<file path="src/rtl/trap_sequencer.sv">
// trap_sequencer: multi-cycle interrupt entry / mret exit controller for the
// 3-stage pipeline. Waits for a precise retirement point, latches mepc/mcause,
// strobes the CSR file, redirects fetch and flushes DE/MW.
// Optional build macro TRAP_SEQ_TIMEOUT_EN: bounds DRAIN to DRAIN_MAX bubble
// cycles, after which the DE instruction's PC becomes mepc.
module trap_sequencer #(
    parameter int unsigned GAP_CYCLES = 2,
    parameter int unsigned DRAIN_MAX  = 4
) (
    input  logic        clk,
    input  logic        rst_n,
    input  logic        ext_irq,
    input  logic        timer_irq,
    input  logic        mstatus_mie,
    input  logic        mie_meie,
    input  logic        mie_mtie,
    input  logic        is_mret_mw,
    input  logic        mw_valid,
    input  logic [31:0] pc_mw,
    input  logic [31:0] pc_de,
    input  logic        br_taken,
    input  logic [31:0] br_target,
    output logic        stall_f,
    output logic        flush_de,
    output logic        flush_mw,
    output logic [1:0]  pc_sel,
    output logic        csr_trap_we,
    output logic        csr_mret_we,
    output logic [31:0] mepc_out,
    output logic [31:0] mcause_out,
    output logic        trap_taken
);

    typedef enum logic [2:0] {
        IDLE,
        DRAIN,
        ENTER,
        EXIT,
        GAP
    } state_t;

    localparam logic [31:0] CAUSE_EXT   = 32'h8000_000B;
    localparam logic [31:0] CAUSE_TIMER = 32'h8000_0007;
    localparam logic [3:0]  GAP_LOAD    = 4'(GAP_CYCLES);

    state_t      state;
    state_t      state_nxt;
    logic [3:0]  gap_cnt;
    logic        ext_pend;
    logic        irq_pend;

    assign ext_pend = ext_irq & mie_meie;
    assign irq_pend = mstatus_mie & (ext_pend | (timer_irq & mie_mtie));

`ifdef TRAP_SEQ_TIMEOUT_EN
    localparam logic [3:0] DRAIN_LAST = 4'(DRAIN_MAX - 1);
    logic [3:0] drain_cnt;
    logic       drain_expired;

    assign drain_expired = (drain_cnt == DRAIN_LAST);

    // Count consecutive bubble cycles spent waiting in DRAIN.
    always_ff @(posedge clk or negedge rst_n) begin
        if (!rst_n) begin
            drain_cnt <= '0;
        end else if (state != DRAIN) begin
            drain_cnt <= '0;
        end else if (!mw_valid && !drain_expired) begin
            drain_cnt <= drain_cnt + 4'd1;
        end
    end
`else
    logic unused_drain;
    assign unused_drain = ^{pc_de, 4'(DRAIN_MAX)};
`endif

    // State register, gap counter and the latched mepc/mcause values.
    always_ff @(posedge clk or negedge rst_n) begin
        if (!rst_n) begin
            state      <= IDLE;
            gap_cnt    <= '0;
            mepc_out   <= '0;
            mcause_out <= '0;
        end else begin
            state <= state_nxt;
            case (state)
                IDLE: begin
                    if (!is_mret_mw && irq_pend) begin
                        mcause_out <= ext_pend ? CAUSE_EXT : CAUSE_TIMER;
                    end
                end
                DRAIN: begin
                    if (mw_valid) begin
                        mepc_out <= br_taken ? br_target : pc_mw + 32'd4;
                    end
`ifdef TRAP_SEQ_TIMEOUT_EN
                    else if (drain_expired) begin
                        mepc_out <= pc_de;
                    end
`endif
                end
                ENTER, EXIT: gap_cnt <= GAP_LOAD;
                GAP:         gap_cnt <= gap_cnt - 4'd1;
                default:     gap_cnt <= '0;
            endcase
        end
    end

    // Next-state decode and control outputs from state plus br_taken.
    always_comb begin
        state_nxt   = state;
        stall_f     = 1'b0;
        flush_de    = 1'b0;
        flush_mw    = 1'b0;
        pc_sel      = 2'd0;
        csr_trap_we = 1'b0;
        csr_mret_we = 1'b0;
        trap_taken  = 1'b0;
        case (state)
            IDLE: begin
                if (br_taken) begin
                    flush_de = 1'b1;
                    pc_sel   = 2'd1;
                end
                if (is_mret_mw) begin
                    state_nxt = EXIT;
                end else if (irq_pend) begin
                    state_nxt = DRAIN;
                end
            end
            DRAIN: begin
                stall_f = 1'b1;
                if (mw_valid) begin
                    state_nxt = ENTER;
                end
`ifdef TRAP_SEQ_TIMEOUT_EN
                else if (drain_expired) begin
                    state_nxt = ENTER;
                end
`endif
            end
            ENTER: begin
                csr_trap_we = 1'b1;
                trap_taken  = 1'b1;
                pc_sel      = 2'd2;
                flush_de    = 1'b1;
                flush_mw    = 1'b1;
                state_nxt   = GAP;
            end
            EXIT: begin
                csr_mret_we = 1'b1;
                pc_sel      = 2'd3;
                flush_de    = 1'b1;
                state_nxt   = GAP;
            end
            GAP: begin
                if (br_taken) begin
                    flush_de = 1'b1;
                    pc_sel   = 2'd1;
                end
                if (gap_cnt <= 4'd1) begin
                    state_nxt = IDLE;
                end
            end
            default: state_nxt = IDLE;
        endcase
    end

endmodule
</file>
<file path="config.mk">
export PLATFORM = sky130hd
export DESIGN_NAME = trap_sequencer
export DESIGN_NICKNAME = d
export VERILOG_FILES = /design/src/rtl/trap_sequencer.sv
export SDC_FILE = /design/constraint.sdc
export NUM_CORES = 1
export LEC_CHECK = 0
export BUFFER_PORTS_ARGS = -buffer_cell sky130_fd_sc_hd__buf_2
export CORE_ASPECT_RATIO = 0.6
export CORE_MARGIN = 4
export CORE_UTILIZATION = 44
export DETAILED_ROUTE_END_ITERATION = 12
export GPL_ROUTABILITY_DRIVEN = 0
export GPL_TIMING_DRIVEN = 0
export PLACE_DENSITY = 0.81
export SYNTH_ARGS = -nofsm -noshare
export SYNTH_HDL_FRONTEND = slang
export SYNTH_SLANG_ARGS = --single-unit
</file>
<file path="constraint.sdc">
create_clock -name clk -period 1.8 [get_ports clk]
set_input_delay 0.54 -clock clk [delete_from_list [all_inputs] [get_ports clk]]
set_output_delay 0.54 -clock clk [all_outputs]
set_load 0.05 [all_outputs]
</file>
# After elaboration in Yosys (flattened, before gate mapping)
# Cells that the tools add are included.
[op_classes] n_addsub=2 n_lt_le_gt_ge=1 n_eq_ne=7 n_mux=15 n_bitwise=4 n_reduce_logical=9
[op_table] operator="adder 32 x 3 -> 32 bit (second input constant)" count=1
[op_table] operator="two-way mux 32 bit" count=1
[op_table] operator="two-way mux 3 bit" count=4
[op_table] operator="one-hot mux 3 bit (4 select lines)" count=1
[op_table] operator="one-hot mux 4 bit (3 select lines)" count=1
[op_table] operator="equality test 3 x 2 -> 1 bit (second input constant)" count=2
[op_table] operator="one-hot mux 2 bit (3 select lines)" count=1
[op_table] operator="OR reduction 2 bit" count=3
[op_table] operator="two-way mux 1 bit" count=5
[op_table] operator="<= comparator 4 x 1 -> 1 bit (second input constant)" count=1
[op_table] operator="two-way mux 4 bit" count=1
[op_table] operator="inequality test 2 bit (second input constant)" count=2
[op_table] operator="AND reduction 2 bit" count=2
[op_table] operator="subtractor 4 x 1 -> 4 bit (second input constant)" count=1
[op_table] operator="bitwise AND 1 bit" count=3
[op_table] operator="equality test 3 x 1 -> 1 bit (second input constant)" count=1
[op_table] operator="equality test 3 bit (second input constant)" count=1
[op_table] operator="zero test 3 bit" count=1
[op_table] operator="inequality test 3 bit (second input constant)" count=1
[op_table] operator="AND reduction 3 bit" count=1
[op_table] operator="one-hot mux 1 bit (2 select lines)" count=1
[op_table] operator="logical AND 1 bit" count=1
[op_table] operator="zero test 1 bit" count=1
[op_table] operator="bitwise OR 1 bit" count=1
[word_totals] reg_bits=71 inputBits=106 output_inout_bits=72 wordCells=42

# Logic depth before layout (Yosys ltp)
[logic_depth] word_depth=6 depth_mapped=7

# Least setup slack after synthesis
# Ideal clock, no wire load.
[synth_path] kind="reg-to-output" startpoint="reg state[2]" endpoint="out pc_sel[0]" t_arrival_ns=2.075 setup_slack_ns=-0.815 stages_incl_launch_ff=7 path_buffers=1 path_cell_list="dfrtp_1 clkbuf_1 inv_1 nand2_1 inv_1 and2_1 nand2b_1"
[synth_between] elab_chain_len=3 elab_cells_between_ends=6 classes_between="eq/ne: 3; mux: 1; reduce/logical: 2"
[synth_lines] element="from (decl)" line="46" rtl="state_t state;"
[synth_lines] element="from (signal assigned)" line="85" rtl="state <= state_nxt;"
[synth_lines] element="equality test 3 bit / zero test 3 bit (equally long branches)" line="119" rtl="case (state)"
[synth_lines] element="OR reduction 2 bit (no line)"
[synth_lines] element="one-hot mux 2 bit (3 select lines) *" line="119"
[synth_lines] element="to (decl)" line="26" rtl="output logic [1:0] pc_sel,"
# Every way passes the cells marked *; elsewhere a longest branch is shown, timed or not.

# Final worst setup path
[layout_path] startpoint="reg state[2]" endpoint="out csr_mret_we"
[layout_between] elab_chain_len=2
[layout_lines] element="equality test 3 x 2 -> 1 bit" line="119"
[layout_lines] element="two-way mux 1 bit" line="119"
[layout_lines] element="to (decl)" line="28" rtl="output logic csr_mret_we,"
# No other way between the ends.

==> flow_summary.toml <==
[timing]
fin_tns_setup_ns = -1.13
maxSlewHeadroom = 0.353
finClkSkew_ns = 0.00707
finalHoldViolations = 0
setup_slack_ns = -0.199
fmax_mhz = 500
final-max-slew-violation-count = 0
grt_setup_unrepaired = "yes"
finalCriticalPeriod_ns = 2.00
finalCritPeriodShare = 1.11
worstMarginPinSlew_ns = 0.970
setup_violations = 8

[logic_synthesis]
syn_area_per_cell_um2 = 8.51
synth_cells = 344
yosysSeqAreaShare = 0.359
synthArstFlopShare = 1.00
netlist_area_um2 = 2930
yosys_register_bits = 42
yosysMostFrequentCell = "nand2_1"
synth_edf_count = 0
synth-main-ff-cell = "dfrtp_1"
yosys.area.top_type_share = 0.359
synth_top_cells_by_area = "dfrtp_1 (36%), buf_4 (8.7%), nand2_1 (5.8%)"
synth_top_cell_by_area = "dfrtp_1"
yosys_warnings = 0
synth_common_cells = "nand2_1 (45), dfrtp_1 (42), buf_4 (34)"
synth.distinct_cells = 42

[final_layout]
final_nets = 615
syn_to_final_growth_pct = 41.9
fillers = 531
final_area_um2 = 4150
final_cells = 592
layout-drive-gt1-share = 0.414

[grt]
grt_usage = 0.220
overflow = 0
antenna_found_initial = 1
grt_max_degree = 43
grt_pass1_vias = 2952
grt_pass1_wl_mm = 14.2

[route]
drt_wl_total_mm = 9.40
via_count = 3086
drc_errors = 0
drtAntennaViolNets = 0
first_iter_violations = 169
detail_route.wl_per_cell_um = 15.9
via_per_inst = 5.21
drt_pass1_iterations = 4

[power_and_ir_drop]
irDropWorstVdd_v = 0.00121
power.leakage_nw = 2.04
power_per_cell_area_nw_per_um2 = 1590

[floorplanning]
placementRows = 22
ioPinCount = 178
die_x_um = 113
die_y_um = 71.2
dieArea_um2 = 8060
start_util = 0.466
core_um2 = 6280

[setup_path]
critPathKind = "flop to output pin"
ff2ff_path_depth = 6
ff2ff_setup_slack_ns = 0.15
cp-end-kind = "output pin"
crit-reg2reg-launch = "state[2]"
start_kind = "flop"
timing.rr.end = "mepc_out[17]"
required_ns = 1.26
critPathMaxFanout = 5
arrival_ns = 1.46

[cts]
clockBufferDepth = 2
cts_buffers = 5
clk_latency_ns = 0.30
clk_pin_slew_ns = 0.09
cts_root_buf = "clkbuf_8"
htree_levels = 2
cts_num_sinks = 42
ctsHoldBuffers = 0
cts_tree = "yes"

[outcome]
violations = "setup timing"
run_status = "complete, but fails checks"

[hold_path]
hold_path_class = "input pin to async pin"

[placed_design]
dp_hpwl_mm = 7.08
portBuffers = 116
placed_cells = 570
place_area_um2 = 3780
pre_cts_ws_ns = -0.479

[job]
maxCapViolCount = 0
[worst max-delay path, cell delays in order (launching register included)]
cell and delay [ns]:
dfrtp_1 0.41, buf_8 0.15, inv_8 0.06, nand2_8 0.05, clkinvlp_4 0.08, and2_4 0.15
buf_2 0.26
[layer usage]
layer	share of wire	vias to the layer above	GRT usage
met2	0.45	151	0.350
met3	0.092	11	0.0496
met4	0.010	0	0.0480
met1	0.45	1443	0.307
met5	0	-	0
li1	-	1481	-
[how the worst max path moves through the flow]
stage                  endpoint      from  cells past startpoint  slack (ns)
floorplan              flush_de  br_taken                      4       -0.10
global placement      pc_sel[0]  br_taken                      5       -0.44
detailed placement     flush_de  br_taken                      5       -0.48
CTS                   pc_sel[0]  state[1]                      6       -0.18
global route          pc_sel[0]  state[2]                      7       -0.24
finish              csr_mret_we  state[2]                      6       -0.20
[layout make-up]
type,count,area [µm²],area share
well taps,84,105,0.0253
multi-input cells,271,1720,0.414
diodes,1,2.50,0.000603
clock inverters,2,16.3,0.00392
repair buffers,130,759,0.183
plain buffers,50,384,0.0925
inverters,6,33.8,0.00813
flip-flops and latches,42,1050,0.253
clock buffers,6,82.6,0.0199
[layout by cell type, fill, tap and decap left out, drive strengths merged, types with 6 or more instances in the layout]
cell type and count:
o21ai 24, o22ai 6, conb 27, nand2b 13, nand3 15, xnor2 12
nor4 11, mux2i 9, inv 6, nand2 45, dfrtp 42, o31ai 8
o31a 6, buf 170, clkbuf 16, nand4 11, nor3 8, xor2 7
a21oi 17, nor2 22
[timing repair]
action / CTS / global route
gates resized for setup: 29 / 32
cloned: 1 / 0
pin swaps: 2 / 2
buffers inserted: 6 / 8
endpoints found under the setup margin: 22 / 31
[report_power, final]
| part | switching [W] | total, W | internal [W] |
|---|---|---|---|
| combinational | 0.00298 | 0.00431 | 0.00133 |
| sequential | 0.000256 | 0.00163 | 0.00138 |
| clock | 0.000353 | 0.000669 | 0.000316 |
[per-stage QoR]
step	hold WS, ns	utilization	power, W
5_1_grt	0.471	0.662	0.00698
2_1_floorplan	0.244	-	0.00450
3_5_place_dp	0.466	0.602	0.00540
4_1_cts	0.413	0.641	0.00639
3_3_place_gp	0.458	0.602	0.00531
6_report	0.389	0.662	0.00662
[registers in the layout, summed over array words and instances (netlist names)]
signal and cells:
mepc_out 32, gap_cnt 4, mcause_out 3, state 3
[kinds of logic after synthesis]
logic type	Yosys count	share of synthesized area
other	1	0.00128
adders and majority gates	3	0.0128
DFF	42	0.359
muxes	10	0.0346
xor gates and xnor gates	19	0.0569
buffers and inverters	57	0.122
AOI/OAI and AO/OA	70	0.145
and+or+nand+nor	142	0.268
No activity file was read; power rests on OpenSTA's default activity.
